## src/rtl/idct_pkg.sv

```systemverilog
// Shared types and constants for the IDCT transpose stage.
package idct_pkg;

  localparam int W = 16;

  // Block lengths in samples
  localparam int N4 = 16;
  localparam int N8 = 64;

  localparam logic MODE_4X4 = 1'b0;
  localparam logic MODE_8X8 = 1'b1;

  // Ring address width (128-word sample ring)
  localparam int RING_AW = 7;

  // Pending-block descriptor: where the block starts in the ring and its size
  typedef struct packed {
    logic [RING_AW-1:0] base;
    logic               mode;
  } desc_t;

  typedef enum logic {
    RD_IDLE = 1'b0,
    RD_BUSY = 1'b1
  } rd_state_t;

  // Offset of output k inside a block: (k mod n)*n + (k div n).
  // With n a power of two this is a swap of the low and high index fields.
  function automatic logic [5:0] transpose_offset(input logic [5:0] k, input logic md);
    if (md == MODE_8X8) begin
      return {k[2:0], k[5:3]};
    end
    return {2'b00, k[1:0], k[3:2]};
  endfunction

  // Index of the final sample of a block
  function automatic logic [5:0] last_index(input logic md);
    return (md == MODE_8X8) ? 6'(N8 - 1) : 6'(N4 - 1);
  endfunction

endpackage

```

## src/rtl/blk_desc_fifo.sv

```systemverilog
// Small show-ahead FIFO holding descriptors of complete, not-yet-read blocks.
module blk_desc_fifo
  import idct_pkg::*;
#(
  parameter int DEPTH = 4
) (
  input  logic  clk,
  input  logic  reset,
  input  logic  push,
  input  desc_t din,
  input  logic  pop,
  output logic  empty,
  output desc_t dout
);

  localparam int PW = $clog2(DEPTH);

  desc_t          r_mem [DEPTH];
  logic [PW-1:0]  r_wr_ptr;
  logic [PW-1:0]  r_rd_ptr;
  logic [PW:0]    r_count;

  logic           w_full;
  logic           w_do_push;
  logic           w_do_pop;

  assign empty     = (r_count == '0);
  assign w_full    = (r_count == (PW + 1)'(DEPTH));
  assign w_do_push = push && !w_full;
  assign w_do_pop  = pop && !empty;
  assign dout      = r_mem[r_rd_ptr];

  // Pointer and occupancy tracking
  always_ff @(posedge clk) begin
    if (reset) begin
      r_wr_ptr <= '0;
      r_rd_ptr <= '0;
      r_count  <= '0;
    end else begin
      if (w_do_push) r_wr_ptr <= r_wr_ptr + 1'b1;
      if (w_do_pop)  r_rd_ptr <= r_rd_ptr + 1'b1;
      case ({w_do_push, w_do_pop})
        2'b10:   r_count <= r_count + 1'b1;
        2'b01:   r_count <= r_count - 1'b1;
        default: r_count <= r_count;
      endcase
    end
  end

  // Descriptor storage
  always_ff @(posedge clk) begin
    if (w_do_push) r_mem[r_wr_ptr] <= din;
  end

endmodule

```

## src/rtl/transpose_mem.sv

```systemverilog
// Transpose buffer: collects 4x4/8x8 blocks in a sample ring and streams each
// complete block back out column-by-column with its mode.
module transpose_mem #(
  parameter int W          = idct_pkg::W,
  parameter int RING_DEPTH = 128,
  parameter int DESC_DEPTH = 4
) (
  input  logic         clk,
  input  logic         reset,
  input  logic [W-1:0] data_write,
  input  logic         enable,
  input  logic         mode,
  output logic [W-1:0] data_read,
  output logic         outmode,
  output logic         readenable
);

  import idct_pkg::*;

  localparam int AW = RING_AW;

  logic [W-1:0]  r_ring [RING_DEPTH];

  // Write side
  logic [5:0]    r_wi;
  logic [AW-1:0] r_base;
  logic          r_wmode;
  logic          w_blk_mode;
  logic          w_blk_last;
  logic [AW-1:0] w_waddr;
  desc_t         w_push_desc;

  // Descriptor FIFO
  logic          w_fifo_empty;
  logic          w_pop;
  desc_t         w_fifo_dout;

  // Read side
  rd_state_t     r_state, w_state_next;
  logic [5:0]    r_k, w_k_next;
  logic [AW-1:0] r_rbase, w_rbase_next;
  logic          r_rmode, w_rmode_next;
  logic          w_rd_en;
  logic [5:0]    w_cur_k;
  logic [AW-1:0] w_cur_base;
  logic          w_cur_mode;
  logic [AW-1:0] w_raddr;

  // Mode is taken from the port only on the first sample of a block
  assign w_blk_mode  = (r_wi == 6'd0) ? mode : r_wmode;
  assign w_blk_last  = enable && (r_wi == last_index(w_blk_mode));
  assign w_waddr     = r_base + AW'(r_wi);
  assign w_push_desc = '{base: r_base, mode: w_blk_mode};

  // Write index, block base and captured block mode
  always_ff @(posedge clk) begin
    if (reset) begin
      r_wi    <= '0;
      r_base  <= '0;
      r_wmode <= MODE_4X4;
    end else if (enable) begin
      if (r_wi == 6'd0) r_wmode <= mode;
      if (w_blk_last) begin
        r_wi   <= '0;
        r_base <= r_base + ((w_blk_mode == MODE_8X8) ? AW'(N8) : AW'(N4));
      end else begin
        r_wi <= r_wi + 1'b1;
      end
    end
  end

  // Sample ring write port; contents survive reset
  always_ff @(posedge clk) begin
    if (enable) r_ring[w_waddr] <= data_write;
  end

  blk_desc_fifo #(
    .DEPTH (DESC_DEPTH)
  ) u_desc_fifo (
    .clk   (clk),
    .reset (reset),
    .push  (w_blk_last),
    .din   (w_push_desc),
    .pop   (w_pop),
    .empty (w_fifo_empty),
    .dout  (w_fifo_dout)
  );

  // Reader state register
  always_ff @(posedge clk) begin
    if (reset) begin
      r_state <= RD_IDLE;
      r_k     <= '0;
      r_rbase <= '0;
      r_rmode <= MODE_4X4;
    end else begin
      r_state <= w_state_next;
      r_k     <= w_k_next;
      r_rbase <= w_rbase_next;
      r_rmode <= w_rmode_next;
    end
  end

  // Reader next-state and read address selection; an idle reader emits
  // element 0 of a fresh descriptor on the same edge it pops it
  always_comb begin
    w_state_next = r_state;
    w_k_next     = r_k;
    w_rbase_next = r_rbase;
    w_rmode_next = r_rmode;
    w_pop        = 1'b0;
    w_rd_en      = 1'b0;
    w_cur_k      = r_k;
    w_cur_base   = r_rbase;
    w_cur_mode   = r_rmode;
    case (r_state)
      RD_IDLE: begin
        if (!w_fifo_empty) begin
          w_pop        = 1'b1;
          w_rd_en      = 1'b1;
          w_cur_k      = '0;
          w_cur_base   = w_fifo_dout.base;
          w_cur_mode   = w_fifo_dout.mode;
          w_state_next = RD_BUSY;
          w_k_next     = 6'd1;
          w_rbase_next = w_fifo_dout.base;
          w_rmode_next = w_fifo_dout.mode;
        end
      end
      RD_BUSY: begin
        w_rd_en = 1'b1;
        if (r_k == last_index(r_rmode)) begin
          w_k_next = '0;
          if (!w_fifo_empty) begin
            w_pop        = 1'b1;
            w_rbase_next = w_fifo_dout.base;
            w_rmode_next = w_fifo_dout.mode;
          end else begin
            w_state_next = RD_IDLE;
          end
        end else begin
          w_k_next = r_k + 1'b1;
        end
      end
      default: w_state_next = RD_IDLE;
    endcase
  end

  assign w_raddr = w_cur_base + AW'(transpose_offset(w_cur_k, w_cur_mode));

  // Registered ring read and output flags
  always_ff @(posedge clk) begin
    if (reset) begin
      data_read  <= '0;
      readenable <= 1'b0;
      outmode    <= MODE_4X4;
    end else begin
      readenable <= w_rd_en;
      if (w_rd_en) begin
        data_read <= r_ring[w_raddr];
        outmode   <= w_cur_mode;
      end else begin
        data_read <= '0;
      end
    end
  end

endmodule

```

## config.mk

```make
export PLATFORM = sky130hd
export DESIGN_NAME = transpose_mem
export DESIGN_NICKNAME = d
export VERILOG_FILES = /design/src/rtl/idct_pkg.sv /design/src/rtl/blk_desc_fifo.sv /design/src/rtl/transpose_mem.sv
export SDC_FILE = /design/constraint.sdc
export NUM_CORES = 2
export LEC_CHECK = 0
export ABC_AREA = 1
export CAP_MARGIN = 20
export CELL_PAD_IN_SITES_DETAIL_PLACEMENT = 0
export CELL_PAD_IN_SITES_GLOBAL_PLACEMENT = 1
export CORE_MARGIN = 4
export CORE_UTILIZATION = 31
export DETAILED_ROUTE_END_ITERATION = 7
export GPL_ROUTABILITY_DRIVEN = 0
export GPL_TIMING_DRIVEN = 0
export PLACE_DENSITY_LB_ADDON = 0.1
export SYNTH_ARGS = -nofsm -noshare
export SYNTH_HDL_FRONTEND = slang
export SYNTH_HIERARCHICAL = 1
export SYNTH_SLANG_ARGS = --single-unit
```

## constraint.sdc

```tcl
create_clock -name clk -period 5.2 [get_ports clk]
set_input_delay 1.04 -clock clk [delete_from_list [all_inputs] [get_ports clk]]
set_output_delay 1.04 -clock clk [all_outputs]
set_load 0.02 [all_outputs]
```

==> reports/metrics.cfg <==
[synthesis]
synth-seq-area-share_pct=70.2
synth_commonest_cells=2626 x nand2_1, 2080 x edfxtp_1, 962 x nand3_1
synthFlopType=edfxtp_1
synth.area.top_cells=edfxtp_1 69%, nand2_1 11%, nand3_1 5.3%
syn_inst=8511
yosysMostFrequentCell=nand2_1
yosys.area.top_type_share_pct=69.1
async_reset_ff_share_pct=0
synthDistinctLibCells=41
yosysWarningCount=6
syn_area_per_cell_um2=10.6
synthesis.area_um2=90400
synth_edf_count=2080
synth-seq-cells=2132
synth_top_area_cell=edfxtp_1

[clock_tree]
cts-root-buf=clkbuf_16
htree_levels=4
cts.path.max_buffers=4
numCtsBuffers=245
cts.clk_slew.worst_paths_ps=60
cts.sinks=2132
cts_tree=yes
worst_skew_pair.late_latency_ps=950

[sta]
finClkSkew_ps=66.5
hold_viol=0
period_minus_slack_ps=5170
whs_ps=468
fin_crit_sh_pct=99.4
tightest_slew_ps=1300
tns_ps=0
slew_violations=0
fmax_mhz=194
final-setup-viol-count=0
slew_headroom_pct=13.4
rsz0062_at_grt=yes

[global_route]
grt_max_degree=85
grt_antenna_before_repair=40
grt_pass1_vias=60900
grt.total_usage_pct=26.8
grt_overflow=0
grt_pass1_wl_um=548000

[setup_path]
critPathKind=flop to flop
crit_arrival_ps=5980
ff2ff_path_depth=21
startpoint=u_desc_fifo/r_count[1]$_SDFFE_PP0P_
cp-start-kind=flop
crit_path_end_kind=flop
crit_path_cell_trace=nor2_2 > nand2_1 > inv_1 > nor2_4 > clkbuf_4 > o31ai_2 > ha_2 > buf_4 > inv_4 > buf_6 > buf_8 > buf_6 > buf_4 > nor2_1 > o21ai_1 > nand2_1 > nand3_1 > nand3_1 > nand3_1 > nand3_1 > a21oi_4
r2r_setup_slack_ps=30
crit_path_max_fanout=11
required_ps=6020
slowest_delay_ps=440
r2r_start=u_desc_fifo/r_count[1]$_SDFFE_PP0P_
path_common_cell=nand3_1
reg2reg_to=data_read[15]$_SDFF_PP0_
worstSetupEndpoint=data_read[15]$_SDFF_PP0_
crit_family=buffers and inverters
path_depth=21
path_buf_inv=8
cp_slowest_cell=ha_2

[power_and_ir_drop]
power.total_uw=36500
seqPwrFrac_pct=51.7
switching_share_pct=21.8
p_int_uw=28600
vdd_ir_drop_max_mv=0.262
powerDensity_nw_per_um2=339
combPwrFrac_pct=1.7
switchingPower_uw=7970
pwr-share-clk_pct=46.6
leakage_uw=0.0412

[hold_path]
hold_path.class=flop to flop

[route]
ant_nets=0
top_layer_used=met5
firstDrtPassIters=8
dr_wl_met2_um=191000
drcViolationCount=0
routed_wl_um=414000
drtIter0Drc=8353
wl_met1_um=172000
wire_per_inst_um=31.8
dr_total_vias=65600
wl_met3_um=31500
vias_per_cell=5.03

[floorplanning]
die_area_um2=300000
initial_core_util_pct=31.1
die_w_um=548
core_area_um2=291000
ios=38
dieHeight_um=548
rows=198

[final_layout]
n_fill_cell=28800
area_growth_pct=19.1
final_util_pct=37.1
design_area_um2=108000
drive_gt1_share_pct=11.7
fin_nets=8969

[placed_design]
port_buffers=37
dp.final_hpwl_um=293000
placed_area_um2=99200

[run_status]
status=finished, final reports clean

[job]
max_cap_viol_count=0

-- tightest hold or removal path: stages (launching register included) --
cell      delay [ps]
dfxtp_1          290
inv_1             60
a211oi_1          60
-- routing by layer --
layer | track usage (%) | vias up
li1 | - | 29200
met1 | 35.7 | 33000
met2 | 43.1 | 2844
met3 | 4.77 | 616
met4 | 11.2 | 8
met5 | 1.28 | -
-- final cells by class --
cell class                      count  area (µm²)  share of cell area (%)
Clock inverter                    144        1280                    1.19
Tap cell                         3900        4880                    4.53
Antenna cell                       14        35.0                  0.0325
Inverter                          787        2960                    2.74
Buffer                            461        2790                    2.59
Clock buffer                      307        6440                    5.98
Timing Repair Buffer              156        3030                    2.81
Multi-Input combinational cell   5146       22800                    21.2
Sequential cell                  2132       63500                    58.9
-- logic make-up (layout without fill, tap and decap cells) --
group / after synthesis / count (layout) / share of synthesized area [%]
and+or+nand+nor: 4589 / 4589 / 20.6
DFF: 2132 / 2132 / 70.2
buffers and inverters: 1248 / 1855 / 5.88
AOI/OAI and AO/OA: 515 / 515 / 2.96
adders and majority gates: 20 / 20 / 0.302
xor gates and xnor gates: 6 / 6 / 0.0581
other: 1 / 30 / 0.00415
-- cells in the final DEF (no fill, tap or decap), types with 22 or more instances in the layout --
cell type / count
or2_2: 66
buf_12: 28
clkbuf_4: 29
nand3_1: 944
buf_2: 125
dfxtp_1: 52
buf_1: 24
o21ai_1: 79
clkinv_1: 62
clkinv_2: 46
edfxtp_1: 2080
clkbuf_1: 140
nor2_2: 36
o21ai_0: 355
buf_8: 46
buf_6: 65
nor2_1: 795
buf_4: 42
nand2_1: 2625
buf_16: 56
nor2_4: 96
inv_1: 781
a21oi_1: 22
clkbuf_16: 246
clkbuf_2: 89
-- power groups by stage --
stage,sequential (µW),clock (µW),combinational (µW)
4_1_cts,18900,17300,625
3_3_place_gp,19400,0,540
6_report,18900,17000,616
3_5_place_dp,19200,0,619
5_1_grt,18900,18000,637
2_1_floorplan,19200,0,64.5
-- worst min path at each step --
stage | from | to | slack (ps) | cells after the start
global placement | r_rbase[0]$_SDFFE_PP0P_ | r_rbase[0]$_SDFFE_PP0P_ | 450 | 2
floorplan | r_rbase[0]$_SDFFE_PP0P_ | r_rbase[0]$_SDFFE_PP0P_ | 430 | 2
CTS | r_rbase[0]$_SDFFE_PP0P_ | r_rbase[0]$_SDFFE_PP0P_ | 460 | 2
global route | r_rbase[0]$_SDFFE_PP0P_ | r_rbase[0]$_SDFFE_PP0P_ | 490 | 2
finish | r_rbase[6]$_SDFFE_PP0P_ | r_rbase[6]$_SDFFE_PP0P_ | 470 | 2
detailed placement | r_rbase[0]$_SDFFE_PP0P_ | r_rbase[0]$_SDFFE_PP0P_ | 450 | 2
-- repair_timing --
action	in CTS	in global routing
hold buffers	0	0
pin swaps	2	6
buffers inserted	0	1
gates resized for setup	203	123
endpoints found under the setup margin	16	16
-- flip-flops by register name (all words and copies together) (netlist names), 3 cells and up, named ones only --
| register | count |
|---|---|
| r_k | 6 |
| r_wi | 6 |
| data_read | 16 |
| r_rbase | 7 |
| u_desc_fifo/r_count | 3 |
| r_ring | 2048 |
| u_desc_fifo/r_mem | 32 |
| r_base | 3 |
-- per-stage QoR --
step / setup slack [ps] / std cells
after global routing: -19.3 / 13000
final: 33.8 / 13000
after CTS: 1.08 / 13000
after global placement: -3280 / 12500
after detailed placement: -2060 / 12600
after floorplan: 1820 / 8526
Power figures use the tool's default switching activity.
